<file path="config.mk">
export PLATFORM = sky130hd
export DESIGN_NAME = pc_gen
export DESIGN_NICKNAME = d
export VERILOG_FILES = /design/src/rtl/pc_gen_pkg.sv /design/src/rtl/pc_btb.sv /design/src/rtl/pc_gen.sv
export SDC_FILE = /design/constraint.sdc
export NUM_CORES = 1
export LEC_CHECK = 0
export ABC_AREA = 1
export ABC_CLOCK_PERIOD_IN_PS = 1500
export CELL_PAD_IN_SITES_DETAIL_PLACEMENT = 0
export CELL_PAD_IN_SITES_GLOBAL_PLACEMENT = 1
export CORE_ASPECT_RATIO = 1.2
export CORE_MARGIN = 1.5
export CORE_UTILIZATION = 25
export CTS_BUF_LIST = sky130_fd_sc_hd__clkbuf_4 sky130_fd_sc_hd__clkbuf_8 sky130_fd_sc_hd__clkbuf_16
export DETAILED_ROUTE_END_ITERATION = 10
export HOLD_SLACK_MARGIN = 0.08
export PLACE_DENSITY_LB_ADDON = 0.1
export SLEW_MARGIN = 30
export SYNTH_ARGS = -nofsm -noshare
export SYNTH_HDL_FRONTEND = slang
export SYNTH_SLANG_ARGS = --single-unit
export TNS_END_PERCENT = 5
</file>
<file path="constraint.sdc">
create_clock -name i_clk -period 1.5 [get_ports i_clk]
set_input_delay 0.3 -clock i_clk [delete_from_list [all_inputs] [get_ports i_clk]]
set_output_delay 0.3 -clock i_clk [all_outputs]
set_load 0.01 [all_outputs]
</file>
<file path="src/rtl/pc_gen_pkg.sv">
// Shared types and default vectors for the fetch PC generator.
// Latency: n/a (declarations only).
// Backpressure: n/a.
package pc_gen_pkg;

    typedef enum logic [1:0] {
        ST_BOOT = 2'd0,
        ST_RUN  = 2'd1,
        ST_HALT = 2'd2
    } pc_state_e;

    localparam logic [31:0] DEF_RESET_VEC = 32'h0000_0000;
    localparam logic [31:0] DEF_EXC_VEC   = 32'h0000_0080;

    function automatic int btb_idx_w(input int depth);
        return $clog2(depth);
    endfunction

endpackage

</file>
<file path="src/rtl/pc_btb.sv">
// Direct-mapped branch target buffer: combinational lookup, registered update.
// Latency: lookup 0 cycles; update visible to lookups from the next cycle.
// Backpressure: none; updates always accepted, clear beats update.
module pc_btb
    import pc_gen_pkg::*;
#(
    parameter int PC_W  = 32,
    parameter int DEPTH = 8
) (
    input  logic            i_clk,
    input  logic            i_rst_n,
    input  logic [PC_W-1:0] lookup_pc,
    output logic            hit,
    output logic [PC_W-1:0] hit_tgt,
    input  logic            upd_vld,
    input  logic            clr,
    input  logic [PC_W-1:0] upd_pc,
    input  logic [PC_W-1:0] upd_tgt
);

    localparam int IDX_W = btb_idx_w(DEPTH);
    localparam int TAG_W = PC_W - IDX_W - 2;

    logic [DEPTH-1:0] vld;
    logic [TAG_W-1:0] tag_mem [DEPTH];
    logic [PC_W-1:0]  tgt_mem [DEPTH];
    logic [IDX_W-1:0] rd_idx;
    logic [IDX_W-1:0] wr_idx;

    assign rd_idx = lookup_pc[IDX_W+1:2];
    assign wr_idx = upd_pc[IDX_W+1:2];

    // Only valid bits need reset; tag/target are qualified by them.
    always_ff @(posedge i_clk or negedge i_rst_n) begin
        if (!i_rst_n) begin
            vld <= '0;
        end else if (clr) begin
            vld <= '0;
        end else if (upd_vld) begin
            vld[wr_idx] <= 1'b1;
        end
    end

    always_ff @(posedge i_clk) begin
        if (upd_vld && !clr) begin
            tag_mem[wr_idx] <= upd_pc[PC_W-1:IDX_W+2];
            tgt_mem[wr_idx] <= upd_tgt;
        end
    end

    assign hit     = vld[rd_idx] && (tag_mem[rd_idx] == lookup_pc[PC_W-1:IDX_W+2]);
    assign hit_tgt = tgt_mem[rd_idx];

    logic unused_low_bits;
    assign unused_low_bits = ^{lookup_pc[1:0], upd_pc[1:0]};

endmodule

</file>
<file path="src/rtl/pc_gen.sv">
// Fetch PC generator with BOOT/RUN/HALT control; BTB built only with PC_GEN_BTB_EN.
// Latency: every next-PC source lands on o_pc one cycle after the sampling edge.
// Backpressure: i_pc_write=0 holds the PC; exception/redirect override the stall.
module pc_gen
    import pc_gen_pkg::*;
#(
    parameter int              PC_W      = 32,
    parameter logic [PC_W-1:0] RESET_VEC = PC_W'(DEF_RESET_VEC),
    parameter logic [PC_W-1:0] EXC_VEC   = PC_W'(DEF_EXC_VEC),
    parameter int              INC       = 4,
    parameter int              BTB_DEPTH = 8
) (
    input  logic            i_clk,
    input  logic            i_rst_n,
    input  logic            i_pc_write,
    input  logic            i_redirect,
    input  logic [PC_W-1:0] i_redirect_pc,
    input  logic            i_exc,
    input  logic            i_halt,
    input  logic            i_btb_upd,
    input  logic            i_btb_clr,
    input  logic [PC_W-1:0] i_btb_upd_pc,
    input  logic [PC_W-1:0] i_btb_upd_tgt,
    output logic [PC_W-1:0] o_pc,
    output logic            o_pc_valid,
    output logic            o_pred_taken
);

    pc_state_e       state;
    pc_state_e       nxt_state;
    logic [PC_W-1:0] nxt_pc;
    logic            adv;
    logic            btb_hit;
    logic [PC_W-1:0] btb_tgt;

`ifdef PC_GEN_BTB_EN
    pc_btb #(
        .PC_W  (PC_W),
        .DEPTH (BTB_DEPTH)
    ) u_btb (
        .i_clk     (i_clk),
        .i_rst_n   (i_rst_n),
        .lookup_pc (o_pc),
        .hit       (btb_hit),
        .hit_tgt   (btb_tgt),
        .upd_vld   (i_btb_upd),
        .clr       (i_btb_clr),
        .upd_pc    (i_btb_upd_pc),
        .upd_tgt   (i_btb_upd_tgt)
    );
`else
    assign btb_hit = 1'b0;
    assign btb_tgt = '0;

    logic unused_btb_in;
    assign unused_btb_in = ^{i_btb_upd, i_btb_clr, i_btb_upd_pc, i_btb_upd_tgt};
`endif

    always_comb begin
        nxt_state = state;
        nxt_pc    = o_pc;
        adv       = 1'b0;
        if (i_exc) begin
            nxt_pc    = EXC_VEC;
            nxt_state = ST_RUN;
        end else if (i_redirect) begin
            nxt_pc    = i_redirect_pc;
            nxt_state = ST_RUN;
        end else begin
            case (state)
                ST_BOOT: nxt_state = ST_RUN;
                ST_RUN: begin
                    if (i_halt) begin
                        nxt_state = ST_HALT;
                    end else if (i_pc_write) begin
                        adv    = 1'b1;
                        nxt_pc = btb_hit ? btb_tgt : o_pc + PC_W'(INC);
                    end
                end
                default: nxt_state = state;
            endcase
        end
    end

    always_ff @(posedge i_clk or negedge i_rst_n) begin
        if (!i_rst_n) begin
            state <= ST_BOOT;
            o_pc  <= RESET_VEC;
        end else begin
            state <= nxt_state;
            o_pc  <= nxt_pc;
        end
    end

    assign o_pc_valid = (state == ST_RUN);

`ifdef PC_GEN_BTB_EN
    // Prediction flag follows the PC: it is held while the PC is held.
    logic pred_q;
    always_ff @(posedge i_clk or negedge i_rst_n) begin
        if (!i_rst_n) begin
            pred_q <= 1'b0;
        end else if (i_exc || i_redirect) begin
            pred_q <= 1'b0;
        end else if (adv) begin
            pred_q <= btb_hit;
        end
    end
    assign o_pred_taken = pred_q;
`else
    assign o_pred_taken = 1'b0;
`endif

endmodule

</file>
[Word level (Yosys, flattened, before mapping)]
Index checks and enable logic that the tools add are counted.
W data, S select, Z words.
Storage, ports and cells
  bits in registers: 34
  bits of input ports: 104
  output and inout bits: 34
  logic and storage cells: 21
Cells by class
  add/subtract/negate cells: 1
  equal/unequal tests: 3
  mux-type cells: 9
  reductions and logical operators: 6
Operator list (number)
  $mux W32: 5
  $add A32 B3 Y32 const B: 1
  $mux W2: 3
  $reduce_bool A3 Y1: 2
  $ne A4 B4 Y1 const B: 1
  $pmux W2 S2: 1
  $reduce_bool A4 Y1: 1
  $ne A3 B3 Y1 const B: 1
  $reduce_and A3 Y1: 1
  $eq A2 B1 Y1 const B: 1
  $logic_not A2 Y1: 1
  $reduce_and A2 Y1: 1

[Logic depth before layout (Yosys ltp)]
Gate-level depths: netlist of run 1.
  depth after elaboration: 6
  mapped depth: 9
  depth with buffers taken out: 9

[Worst setup path before layout of run 1]
No wires, ideal clock.
  path type: reg-to-reg
  from: register o_pc[3]
  to: register o_pc[28]
  setup time: 73 ps
  arrival: 1376 ps
  data required time: 1427 ps
  slack: 51 ps
  stages on the path, launching flop included: 10
  path buffers: 0
  clock period less this slack: 1449 ps
  path through: dfrtp_1 -> ha_1 -> nand3_2 -> inv_2 -> nand3_4 -> nor2_4 -> nand2_1 -> nand2_1 -> nand3_1 -> a21oi_2
Between the ends
  word-level cells in the longest chain between the ends: 6
Ends and longest elaborated chain
  from (decl): line pc_gen.sv:24  | output logic [PC_W-1:0] o_pc,
  from (signal assigned): line pc_gen.sv:91  | o_pc <= nxt_pc;
  $add A32 B3 Y32: line pc_gen.sv:77  | nxt_pc = btb_hit ? btb_tgt : o_pc + PC_W'(INC);
  $mux W32: line pc_gen.sv:75  | end else if (i_pc_write) begin
  $mux W32: line pc_gen.sv:73  | if (i_halt) begin
  $mux W32: line pc_gen.sv:70  | case (state)
  $mux W32: line pc_gen.sv:66  | end else if (i_redirect) begin
  $mux W32: line pc_gen.sv:63  | if (i_exc) begin
Every way passes these cells. The select of a mux whose other input is x is not followed.
A chain may end at the register's enable or synchronous reset.

[Final worst setup path of run 1]
  from: register o_pc[2]
  to: register o_pc[26]
The elaborated chain is that of the path after synthesis.

==> results by group, run 1 <==
Power and ir drop
  • Worst-case vdd ir drop: 0.311 mV
  • Pwr dens: between 700 and 800 nW/um^2
  • Leakage Power: 1.76 nW

Finish
  • Final Cell Area: between 3000 and 4000 sq um
  • Filler cells: 1017
  • NumNets Final: around 560
  • Ant diodes: 0
  • Layout cells sized above 1: 21.9%
  • Syn-to-layout area delta: 53.4%

Critical path
  • Sequence of cells on the critical path: ha_4, nand3_2, inv_4, nand3_4, nor2_4, nand2_1, nand2_1, nand3_1, a21oi_2
  • Largest delay contributor family on the critical path: simple AND/OR/NAND/NOR gates
  • Crit. End Element: flop
  • Crit-path slowest cell: dfrtp_1
  • Largest stage delay, worst path: ~0.42 ns
  • Buffers & Inverters on Critical Path: 1
  • CP Max Fanout: 8
  • Critical Path RT: roughly 1.7 ns
  • WS Path Type: reg -> reg
  • Crit path launch type: flop
  • Most frequent cell on the critical path: nand2_1
  • Worst endpoint data arrival time: between 1.5 and 2 ns

STA
  • Final Hold Vio Count: 0
  • Final worst path period share: 104%
  • Setup-failing EPs final: 4
  • Worst setup margin: -0.0552 ns
  • Fmax: roughly 640 MHz
  • Final Skew: 0.00461 ns
  • Hold WS: about 0.51 ns
  • RSZ-0062 raised after global routing: yes
  • Slew Viols, Final: 0
  • Period minus WS final: 1.56 ns

Yosys
  • Post-synth top area share: a little over a third
  • Flops & latches, synth: 34
  • Synth Area per Inst: 7.12 sq um
  • Syn nets: ~450
  • Synth Warn #: 0
  • Count leader, synth: nand2_1
  • Seq/Total Area, Yosys: a little over a third
  • Number of synthesized flops with an enable pin: 0
  • Dominant synthesized flop cell: dfrtp_1
  • Most instantiated cells after synthesis: 78 x nand2_1, 40 x nor2_1, 34 x dfrtp_1, 34 x inv_1, 34 x nand3_1
  • Synth area leaders: dfrtp_1 35%, nand2_1 12%, nand3_1 6.9%
  • Ys async rst share: 100%
  • Cell count after synthesis: 344
  • Synth cell types: 37
  • Synthesized area: 2450 sq um
  • Area leader, netlist: dfrtp_1

Detailed routing
  • 1st-pass router iterations: 4
  • Initial DRC Count: between 90 and 100
  • Detailed-route via count: roughly 2600
  • Final WL: 8.21 mm
  • Antenna-violating nets left: 0
  • Routed WL per cell: ~14 microns
  • DR DRC count: 0
  • DR vias/cell: about 4.5

Placement
  • Placed Area: ~3600 sq um
  • DP Wirelength: between 6 and 7 mm
  • Routability cong.: 0.793
  • Number of port buffers: 70

Global routing
  • Initial antenna violation count: 0
  • Largest net degree at the start of global routing: 21
  • GR Util All Layers: between 10% and 20%
  • First-pass GRT wire length: between 10 and 15 mm
  • Remaining global-route overflow: 0
  • Via count of the first global-routing pass: between 2000 and 3000

Floorplanning
  • Die ar.: 10400 sq um
  • Core area: about 9500 sq um
  • Site Rows: 39
  • Initial Utilization: between 20 and 30%
  • Die height: 111 microns
  • I/O pin count: 138
  • Die Wd: slightly above 90 microns

Clock network
  • H-tree lvl count: 2
  • Root Driver: clkbuf_16
  • Clock Tree Buf Depth: 2
  • CTS tree: built
  • Clock transition at path regs: about 0.050 ns
  • TritonCTS Buffers: 5
  • Clk sink count: 34
  • Clock Latency Late Sink: 0.28 ns

Outcome
  • Status: finished with violations
  • Failing checks: negative setup slack

Worst hold path
  • Min-delay worst type: in -> async

Job
  • Max_cap viols: 0
[path summary, 6_finish.rpt]
check	from	endpoint	slack, ns	cells after the start
worst max-delay path	o_pc[2]$_DFFE_PN0P_	o_pc[26]$_DFFE_PN0P_	-0.06	9
worst min register to register	o_pc[1]$_DFFE_PN0P_	o_pc[1]$_DFFE_PN0P_	0.52	1
max in group asynchronous	i_rst_n	o_pc[24]$_DFFE_PN0P_	0.50	3
worst min-delay path	i_rst_n	state[0]$_DFFE_PN0P_	0.51	2
min in group i_clk	o_pc[1]$_DFFE_PN0P_	o_pc[1]$_DFFE_PN0P_	0.52	1
worst max register to register	o_pc[2]$_DFFE_PN0P_	o_pc[26]$_DFFE_PN0P_	-0.06	9
[where the power goes]
group	switching [W]	internal, W
registers	0.000109	0.00101
logic	0.000365	0.000383
clock network	0.000384	0.000644
[metrics by stage]
stage	power (W)	setup TNS, ns	cells	setup slack (ns)	utilization [%]
floorplan	0.00143	0	344	0.0505	-
global placement	0.00191	-6.70	566	-0.286	37.4
detailed placement	0.00192	-6.58	566	-0.273	37.4
CTS	0.00292	-0.461	575	-0.0981	38.9
global route	0.00306	-2.21	576	-0.163	39.5
finish	0.00289	-0.0928	576	-0.0552	39.5
[cell usage in the layout, fill, tap and decap left out, drive strengths merged, types with 5 or more instances in the layout]
master	instances
clkdlybuf4s50	38
o21ai	22
dlygate4sd2	27
nor3	5
nand2	83
dfrtp	34
inv	38
buf	43
a21oi	23
clkbuf	8
xor2	7
a22oi	8
o22ai	8
nor2	53
nand3	39
[timing repair]
action,in CTS,in global routing
setup endpoints to repair,41,30
pin swaps,1,1
resized for setup,39,15
hold endpoints to repair,14,0
hold buffers,1,0
setup buffers,1,1
[routing by layer]
layer	track usage, %	wire, microns	part of all wire (%)
met1	18.9	3460	42
met2	29.5	4370	53
met3	2.87	291	3.5
met4	4.14	87	1.1
met5	0	0	0
[worst register-to-register path, delay by kind of cell, from the launching register on]
family	cells	cell delay, ns
AOI/OAI and AO/OA	1	0.11
adders and majority gates	1	0.16
DFF	1	0.42
and+or+nand+nor	6	0.69
buffers and inverters	1	0.10
[layout make-up]
type,instances,area [sq um],share of cell area (%)
clock buffers,7,140,3.73
inverters,39,150,4.00
multi-input cells,261,1440,38.3
flip-flops and latches,34,861,22.9
well taps,123,154,4.10
repair buffers,112,1010,27.0
[registers in the layout, summed over array words and instances, names as in the netlist]
name	cells
o_pc	32
state	2
[kinds of logic after synthesis]
| family | synth area share (%) |
|---|---|
| and+or+nand+nor | 37.8 |
| AOI/OAI and AO/OA | 15.2 |
| buffers and inverters | 8.74 |
| DFF | 34.7 |
| xor gates and xnor gates | 2.50 |
| adders and majority gates | 0.511 |
| other | 0.153 |
| muxes | 0.409 |
Power figures use the tool's default switching activity.
==> inputs of run 2 (changes only) <==
Settings changed: CTS_CLUSTER_SIZE set to 25.
==> results of run 2 <==
No change in the layout: final DEF, timing and power equal those of run 1.
